## src/rtl/udma_hyper_ch_arbiter.sv

```systemverilog
// -----------------------------------------------------------------------------
// udma_hyper_ch_arbiter
//
// Shares one HyperBus PHY / transaction engine among NB_CH uDMA hyper
// channels. Requests are served round-robin. A grant is held for the whole
// transaction, from the PHY start handshake to the PHY done pulse. After each
// transaction, a programmable read/write recovery gap is inserted before the
// next transaction can start.
//
// Optional feature (compile-time macro HYPER_ARB_TIMEOUT_EN):
//   A 32-bit watchdog aborts a transaction that stays in BUSY for
//   TIMEOUT_CYCLES cycles without phy_done_i. When the macro is not defined,
//   timeout_o is tied low and BUSY waits for done indefinitely.
//
// Parameters
//   NB_CH           number of requesting channels (>= 2)
//   ID_W            grant index width, $clog2(NB_CH)
//   TIMEOUT_CYCLES  watchdog limit in BUSY (used only with HYPER_ARB_TIMEOUT_EN)
//
// Ports
//   clk_i                        in   clock
//   rst_i                        in   synchronous reset, active-high
//   req_i[NB_CH]                 in   level request per channel
//   gnt_o[NB_CH]                 out  one-hot grant
//   gnt_id_o[ID_W]               out  index of the granted channel
//   phy_valid_o                  out  transaction start request to the PHY
//   phy_ready_i                  in   PHY accepts the start request
//   phy_done_i                   in   PHY finished the transaction (1-cycle pulse)
//   cfg_t_read_write_recovery_i  in   recovery gap in cycles
//   busy_vec_o[NB_CH]            out  per-channel busy flag
//   timeout_o                    out  1-cycle pulse on watchdog abort
//
// All outputs are registered.
// -----------------------------------------------------------------------------
module udma_hyper_ch_arbiter #(
    parameter int NB_CH          = 2,
    parameter int ID_W           = $clog2(NB_CH),
    parameter int TIMEOUT_CYCLES = 1024
) (
    input  logic             clk_i,
    input  logic             rst_i,
    input  logic [NB_CH-1:0] req_i,
    output logic [NB_CH-1:0] gnt_o,
    output logic [ID_W-1:0]  gnt_id_o,
    output logic             phy_valid_o,
    input  logic             phy_ready_i,
    input  logic             phy_done_i,
    input  logic [31:0]      cfg_t_read_write_recovery_i,
    output logic [NB_CH-1:0] busy_vec_o,
    output logic             timeout_o
);

    typedef enum logic [1:0] {
        IDLE,
        ISSUE,
        BUSY,
        RECOV
    } state_t;

    state_t           state, state_n;
    logic [NB_CH-1:0] gnt_n;
    logic [NB_CH-1:0] busy_n;
    logic [ID_W-1:0]  gnt_id_n;
    logic             phy_valid_n;
    logic [ID_W-1:0]  ptr, ptr_n;       // last channel that started a transaction
    logic [31:0]      cnt, cnt_n;       // recovery countdown
    logic             release_grant;

    // Round-robin winner search
    logic [ID_W-1:0]  win_id;
    logic             win_found;
    logic [ID_W-1:0]  idx;

`ifdef HYPER_ARB_TIMEOUT_EN
    logic [31:0]      wdog, wdog_n;
    logic             timeout_q, timeout_n;
`endif

    // -------------------------------------------------------------------------
    // Winner: first requesting channel scanning upward from ptr+1, modulo NB_CH.
    // The pointer alone orders simultaneous requests, so after channel NB_CH-1
    // wins, channel 0 has top priority.
    // -------------------------------------------------------------------------
    always_comb begin
        // NOTE: every variable written here gets a default first so that no
        // path leaves it unassigned, which would otherwise infer a latch.
        win_found = 1'b0;
        win_id    = '0;
        idx       = '0;
        for (int i = 1; i <= NB_CH; i++) begin
            idx = ID_W'((int'(ptr) + i) % NB_CH);
            if (!win_found && req_i[idx]) begin
                win_found = 1'b1;
                win_id    = idx;
            end
        end
    end

    // -------------------------------------------------------------------------
    // Next-state and next-output logic
    // -------------------------------------------------------------------------
    always_comb begin
        state_n       = state;
        gnt_n         = gnt_o;
        gnt_id_n      = gnt_id_o;
        phy_valid_n   = phy_valid_o;
        busy_n        = busy_vec_o;
        ptr_n         = ptr;
        cnt_n         = cnt;
        release_grant = 1'b0;
`ifdef HYPER_ARB_TIMEOUT_EN
        wdog_n        = wdog;
        timeout_n     = 1'b0;
`endif

        case (state)
            IDLE: begin
                if (win_found) begin
                    gnt_n       = NB_CH'(1) << win_id;
                    busy_n      = NB_CH'(1) << win_id;
                    gnt_id_n    = win_id;
                    phy_valid_n = 1'b1;
                    state_n     = ISSUE;
                end
            end

            // Grant is committed: a requester dropping req_i here does not
            // withdraw it. The pointer only moves once the PHY has accepted.
            ISSUE: begin
                if (phy_ready_i) begin
                    phy_valid_n = 1'b0;
                    ptr_n       = gnt_id_o;
                    state_n     = BUSY;
`ifdef HYPER_ARB_TIMEOUT_EN
                    wdog_n      = '0;
`endif
                end
            end

            // phy_done_i is only looked at here; stray pulses elsewhere are ignored.
            BUSY: begin
                if (phy_done_i) begin
                    release_grant = 1'b1;
`ifdef HYPER_ARB_TIMEOUT_EN
                end else if (wdog == 32'(TIMEOUT_CYCLES - 1)) begin
                    // Expiry on the TIMEOUT_CYCLES-th BUSY cycle; done has priority.
                    release_grant = 1'b1;
                    timeout_n     = 1'b1;
                end else begin
                    wdog_n        = wdog + 32'd1;
`endif
                end

                if (release_grant) begin
                    gnt_n   = '0;
                    busy_n  = '0;
                    cnt_n   = cfg_t_read_write_recovery_i;
                    state_n = (cfg_t_read_write_recovery_i == 32'd0) ? IDLE : RECOV;
                end
            end

            // RECOV lasts exactly cnt cycles. Requests wait until IDLE.
            RECOV: begin
                if (cnt != 32'd0) begin
                    cnt_n = cnt - 32'd1;
                end
                if (cnt <= 32'd1) begin
                    state_n = IDLE;
                end
            end

            default: begin
                state_n = IDLE;
            end
        endcase
    end

    // -------------------------------------------------------------------------
    // State and output registers
    // -------------------------------------------------------------------------
    always_ff @(posedge clk_i) begin
        // NOTE: non-blocking assignments so every register samples the values
        // from before this edge, independent of statement order.
        if (rst_i) begin
            state       <= IDLE;
            gnt_o       <= '0;
            gnt_id_o    <= '0;
            phy_valid_o <= 1'b0;
            busy_vec_o  <= '0;
            ptr         <= ID_W'(NB_CH - 1);
            cnt         <= '0;
`ifdef HYPER_ARB_TIMEOUT_EN
            wdog        <= '0;
            timeout_q   <= 1'b0;
`endif
        end else begin
            state       <= state_n;
            gnt_o       <= gnt_n;
            gnt_id_o    <= gnt_id_n;
            phy_valid_o <= phy_valid_n;
            busy_vec_o  <= busy_n;
            ptr         <= ptr_n;
            cnt         <= cnt_n;
`ifdef HYPER_ARB_TIMEOUT_EN
            wdog        <= wdog_n;
            timeout_q   <= timeout_n;
`endif
        end
    end

`ifdef HYPER_ARB_TIMEOUT_EN
    assign timeout_o = timeout_q;
`else
    assign timeout_o = 1'b0;
`endif

endmodule
```

## config.mk

```make
export PLATFORM = sky130hd
export DESIGN_NAME = udma_hyper_ch_arbiter
export DESIGN_NICKNAME = d
export VERILOG_FILES = /design/src/rtl/udma_hyper_ch_arbiter.sv
export SDC_FILE = /design/constraint.sdc
export NUM_CORES = 1
export LEC_CHECK = 0
export ABC_AREA = 1
export BUFFER_PORTS_ARGS = -buffer_cell sky130_fd_sc_hd__buf_2
export CELL_PAD_IN_SITES_DETAIL_PLACEMENT = 2
export CELL_PAD_IN_SITES_GLOBAL_PLACEMENT = 2
export CORE_MARGIN = 3
export CORE_UTILIZATION = 31
export DETAILED_ROUTE_END_ITERATION = 6
export PLACE_DENSITY = 0.93
export RECOVER_POWER = 50
export SLEW_MARGIN = 15
export SYNTH_ARGS = -nofsm -noshare
export SYNTH_HDL_FRONTEND = slang
export SYNTH_SLANG_ARGS = --single-unit
```

## constraint.sdc

```tcl
create_clock -name clk_i -period 3.5 [get_ports clk_i]
set_input_delay 0.175 -clock clk_i [delete_from_list [all_inputs] [get_ports clk_i]]
set_output_delay 0.175 -clock clk_i [all_outputs]
set_load 0.05 [all_outputs]
```

; ---- Yosys cells after proc, flatten, opt, wreduce, memory -nomap -nowiden
; Index checks and enable logic that the tools add are counted.
[totals]
out_inout_bits = 7
in_bits = 38
regBits = 39
[op_classes]
n_addsub = 3
order_cmp = 3
n_eq_ne = 8
reduce_logical = 14
n_shift = 1
n_mux = 25
[ops]
columns = cell, n
row1 = 2-to-1 mux 32 bit, 2
row2 = one-hot mux 32 bit (2 select lines), 1
row3 = less-or-equal comparator 32 x 1 -> 1 bit (second input constant), 1
row4 = zero test 32 bit, 1
row5 = nonzero test 32 bit, 1
row6 = subtractor 32 x 1 -> 32 bit (second input constant), 1
row7 = 2-to-1 mux 2 bit, 7
row8 = 2-to-1 mux 1 bit, 12
row9 = != test 2 bit (second input constant), 5
row10 = AND reduction 3 bit, 3
row11 = one-hot mux 2 bit (4 select lines), 1
row12 = nonzero test 2 bit, 3
row13 = == test 2 bit (second input constant), 2
row14 = less-than comparator 1 x 2 -> 1 bit (second input constant), 2
row15 = one-hot mux 2 bit (2 select lines), 1
row16 = AND reduction 2 bit, 2
row17 = AND reduction 4 bit, 1
row18 = adder 1 bit (second input constant), 2
row19 = == test 2 x 1 -> 1 bit (second input constant), 1
row20 = zero test 2 bit, 1
row21 = one-hot mux 1 bit (2 select lines), 1
row22 = left shift 1 x 1 -> 2 bit (first input constant), 1
row23 = logical AND 1 bit, 1
row24 = zero test 1 bit, 1

; ---- Logic depth before layout (Yosys ltp)
[logic_depth]
ltp_word = 10
mapped_depth = 11
mapped_depth_nobuf = 11

; ---- Least setup slack after synthesis
; OpenSTA, ideal clock, no wires.
[synth_path]
path_kind = flip-flop to flip-flop
start = register cnt[0]
end = register cnt[26]
n_path_buf = 0
slack_ns = 1.931
t_required_ns = 3.385
arrival_time_ns = 1.453
path_stages_with_launch = 12
cell_sequence = dfxtp_1 -> inv_1 -> ha_1 -> nand2_1 -> nor2_2 -> nand2_1 -> nor2_1 -> nand2_1 -> nand2_1 -> nor2_1 -> nor2_1 -> nor2_1
[synth_between]
elab_chain_cells = 3
elab_cells_between_ends = 6
classes_between = 1 x add/sub / 1 x eq/ne / 2 x mux / 2 x reduce/logical
[synth_lines]
columns = item, line
row1 = start: declaration, 66  ; logic [31:0] cnt, cnt_n;
row2 = start signal: assignment, 203  ; cnt <= cnt_n;
row3 = subtractor 32 x 1 -> 32 bit / nonzero test 32 bit (equally long branches), "165, 164"
row4 = 2-to-1 mux 32 bit / != test 2 bit (equally long branches), n/a
row5 = one-hot mux 32 bit (2 select lines) / AND reduction 3 bit (equally long branches), n/a
; Several ways; a longest one is shown, not always the timed one. The select of a mux whose other input is x is not followed.
; A chain may end at the register's enable or synchronous reset.

; ---- Worst setup path in the final report
[layout_path]
start = register cnt[16]
end = register cnt[1]
[layout_between]
elab_chain_cells = 3
[layout_lines]
columns = item, line
row1 = nonzero test 32 bit, 164  ; if (cnt != 32'd0) begin
row2 = != test 2 bit (no source line), n/a
row3 = AND reduction 3 bit (no source line), n/a
; No other way between the ends.

==> qor_table.md <==
| Result | This run |
| --- | --- |
| Result of the run | finished, final reports clean |
| Share of Yosys cell area claimed by the top area cell type | 0.252 |
| I/O pin count | 45 |
| Cell area after synthesis | 3100 um2 |
| Combinational Power Share | 0.702 |
| Die outline height | 106 um |
| Share of post-route cells with drive strength above 1 | 0.0978 |
| Slowest library cell on the worst path | sky130_fd_sc_hd__inv_2 |
| Largest net degree at the start of global routing | 42 |
| Largest cells by area after synthesis | sky130_fd_sc_hd__dfxtp_1 25%, sky130_fd_sc_hd__nor2_1 20%, sky130_fd_sc_hd__nand2_1 19%, sky130_fd_sc_hd__inv_1 6.9%, sky130_fd_sc_hd__nand3_1 5.6% |
| Number of sinks on the clock net | 39 |
| Met1 Track Usage GR | 0.276 |
| Path type of the worst min-delay path | input port to flop |
| GRT busiest layer | met2 |
| DIE AREA | 11200 um2 |
| Effective utilization at floorplan | 0.327 |
| Number of synthesized register bits | 39 |
| Post-route cell area | 3450 um2 |
| Most frequently used flop master after synthesis | sky130_fd_sc_hd__dfxtp_1 |
| Fraction of power spent switching nets | 0.618 |
| Post-synthesis average cell area | 5.44 um2 |
| Total of cells resized after clock tree synthesis | 0 |
| Largest vdd supply drop | 465 uV |
| 1st-iter DRT viols | 123 |
| Placed cell areas | 3380 um2 |
| Mean routed wirelength per cell | 17.9 um |
| Hold path depth | 5 |
| Synth Warn # | 0 |
| Post-route total power | 0.00387 W |
| Final Cycle Share | 0.736 |
| Post-route minimum period | 2.58 ns |
| Clock group share of total power | 0.082 |
| Number of hold violations in the final report | 0 |
| Post-synthesis async set-or-reset flop share | 0 |
| Number of enable-type register cells in the synthesized netlist | 0 |
| Reg2Reg Depth | 9 |
| Global-route congestion overflow total | 0 |
| Worst Tran Pin Value | 1.01 ns |
| Proportion of power drawn by flip-flops and latches | 0.216 |
| Setup Skew | 0.00880 ns |
| CTS tree | yes |
| Post-synthesis cell type with the largest combined area | sky130_fd_sc_hd__dfxtp_1 |
| Leakage power figure | 1.79 nW |
| Type of the worst setup path | flop to flop |
| Final setup fails | 0 |
| Die Span X | 106 um |
| Routability Congestion | 0.927 |
| Final ANT Viol Nets | 0 |
| Final core area utilization | 0.363 |
| Startpoint of the tightest hold check path | cfg_t_read_write_recovery_i[11] |
| Endpoint class of the critical path | flop |
| Clock insertion delay at the later pin of the skew report | 0.30 ns |
| Max FO, Critical Path | 41 |
| # DRC | 0 |
| Met2 Track Usage GR | 0.458 |
| Internal Power | 0.00148 W |
| Syn-to-layout area delta | 11.1% |
| Worst Slack Setup Final | 0.924 ns |
| Largest stage delay on the critical path | 0.46 ns |
| Startpoint types | flop |
| # hold bufs at CTS | 0 |
| Ordered list of cells on the worst path | nor2_4, nand2_1, nor2_2, nand2_1, o21ai_4, nand2_4, inv_2, nor2_1, nor2_1 |
| Syn_nets | 611 |
| Total via count in the routed design | 3775 |
| Slack of the worst reg-to-reg path | 0.92 ns |
| Total wirelength of the detailed-routed design | 13100 um |
| Vias in the first global route | 4229 |
| Reg-to-reg endpoint | cnt[1] |
| Maximum frequency from static timing analysis | 388 MHz |
| First-pass GRT wire length | 21500 um |
| Pre-antenna DRT Iters | 4 |
| Number of buffers inserted during clock tree synthesis | 5 |
| Clock-pin slew on the worst setup and hold paths | 0.09 ns |
| Antenna violations before repair | 0 |
| H-tree depth reported by CTS | 2 |
| Number of distinct standard cells referenced by the synthesized netlist | 31 |
| Startpoint of the worst register-to-register path | cnt[16] |
| Number of nets in the layout | 643 |
| Synthesized netlist cell count | 570 |
| RSZ-0062 raised after global routing | false |
| Hold Path Sink | cnt[11] |
| Antenna fix cells | 0 |
| Slew Limit Fails | 0 |
| Final sum of negative setup slack | 0 ns |
| Sequential element share of the synthesized area | 0.252 |
| Data arrival at the endpoint of the critical path | 2.78 ns |
| Tot GR Track Use | 0.240 |
| Placement Rows | 35 |
| Via density | 5.16 |
| Count of buffers inserted at the top-level ports | 43 |
| Standard cell core area | 9500 um2 |
| Maximum root-to-sink buffer count | 2 |
| Max Cap Violations | 0 |
| Critical path data required time | 3.70 ns |
| Net switching power | 0.00239 W |
| Rel. slew slack | 0.324 |
| Pwr Density | 1120 nW/um2 |
| Buffer cell driving the clock tree root | sky130_fd_sc_hd__clkbuf_8 |
| HPWL after detailed placement | 10100 um |
| M3 GR Usage | 0.0316 |
| Placement-stage worst setup slack | 0.944 ns |
| Post-CTS repair timing setup buffer count | 0 |
cells by family after synthesis:
kind of cell             Yosys count  share of synthesized area
adder cells (fa/ha/maj)            3                     0.0121
buffers and inverters             78                      0.106
flip-flops                        39                      0.252
AND/OR/NAND/NOR                  379                      0.503
AO/OA/AOI/OAI                     70                      0.125
other                              1                    0.00121
stage by stage:
step / hold slack, ns / instances
floorplan: 0.386 / 570
global placement: 0.453 / 724
detailed placement: 0.470 / 724
CTS: 0.196 / 732
global route: 0.249 / 732
finish: 0.213 / 732
worst max path at each step:
stage,from,to,cells after the start
2_1_floorplan,cnt[0],cnt[26],11
3_3_place_gp,state[0],cnt[18],7
3_5_place_dp,cnt[0],cnt[1],10
4_1_cts,cnt[0],cnt[1],10
5_1_grt,cnt[0],cnt[1],10
6_report,cnt[16],cnt[1],9
critical path, delay by kind of cell, from the launching register on:
| kind | cells | cell delay (ns) |
|---|---|---|
| flops | 1 | 0.39 |
| compound gates | 1 | 0.25 |
| buf+inv | 1 | 0.46 |
| simple gates | 7 | 1.37 |
flip-flops by register name, summed over array words and instances (netlist names):
signal,cells
state,2
phy_valid_o,1
busy_vec_o,2
cnt,32
ptr,1
gnt_id_o,1
cell usage in the layout (no fill, tap or decap), types with 5 or more instances in the layout:
cell,n
sky130_fd_sc_hd__o21bai_1,8
sky130_fd_sc_hd__o21ai_0,19
sky130_fd_sc_hd__clkbuf_1,9
sky130_fd_sc_hd__inv_1,57
sky130_fd_sc_hd__buf_2,36
sky130_fd_sc_hd__nand4_1,6
sky130_fd_sc_hd__clkbuf_8,5
sky130_fd_sc_hd__nand3_1,35
sky130_fd_sc_hd__nor2_1,163
sky130_fd_sc_hd__nand2_1,156
sky130_fd_sc_hd__dfxtp_1,39
sky130_fd_sc_hd__o21ai_1,24
sky130_fd_sc_hd__a21oi_1,14
power by group through the flow:
stage,clock network (W),registers [W],logic (W)
CTS,0.000332,0.000832,0.00273
detailed placement,0,0.000839,0.00268
global route,0.000348,0.000865,0.00305
floorplan,0,0.000807,0.00189
global placement,0,0.000812,0.00243
finish,0.000319,0.000834,0.00272
layer usage:
metal  wire [um]  share of wire
met1        5650           0.43
met2        6940           0.53
met3         281          0.021
met4         231          0.018
met5           0              0
layout make-up:
type                       instances  area, um2
fill                            1310       6050
multi-input combinational        453       1990
sequential                        39        781
inverter                          59        221
timing repair buffer              44        214
tap                              129        161
clock buffer                       7       76.3
clock inverter                     1       5.00
synthesized netlist by cell type, types with 2 or more instances:
library cell / instances
sky130_fd_sc_hd__nor2_1: 162
sky130_fd_sc_hd__nand2_1: 156
sky130_fd_sc_hd__inv_1: 57
sky130_fd_sc_hd__dfxtp_1: 39
sky130_fd_sc_hd__nand3_1: 35
sky130_fd_sc_hd__o21ai_1: 24
sky130_fd_sc_hd__o21ai_0: 19
sky130_fd_sc_hd__a21oi_1: 14
sky130_fd_sc_hd__clkbuf_1: 9
sky130_fd_sc_hd__o21bai_1: 8
sky130_fd_sc_hd__nand4_1: 6
sky130_fd_sc_hd__nor2_2: 5
sky130_fd_sc_hd__nor3_1: 4
sky130_fd_sc_hd__buf_2: 3
sky130_fd_sc_hd__buf_4: 3
sky130_fd_sc_hd__buf_6: 3
sky130_fd_sc_hd__ha_1: 3
sky130_fd_sc_hd__a31oi_1: 2
sky130_fd_sc_hd__inv_2: 2
sky130_fd_sc_hd__nand2_2: 2
sky130_fd_sc_hd__nand2_4: 2
sky130_fd_sc_hd__nor2_4: 2
sky130_fd_sc_hd__or2_2: 2
Note: power is estimated with default switching activity, not from simulation.
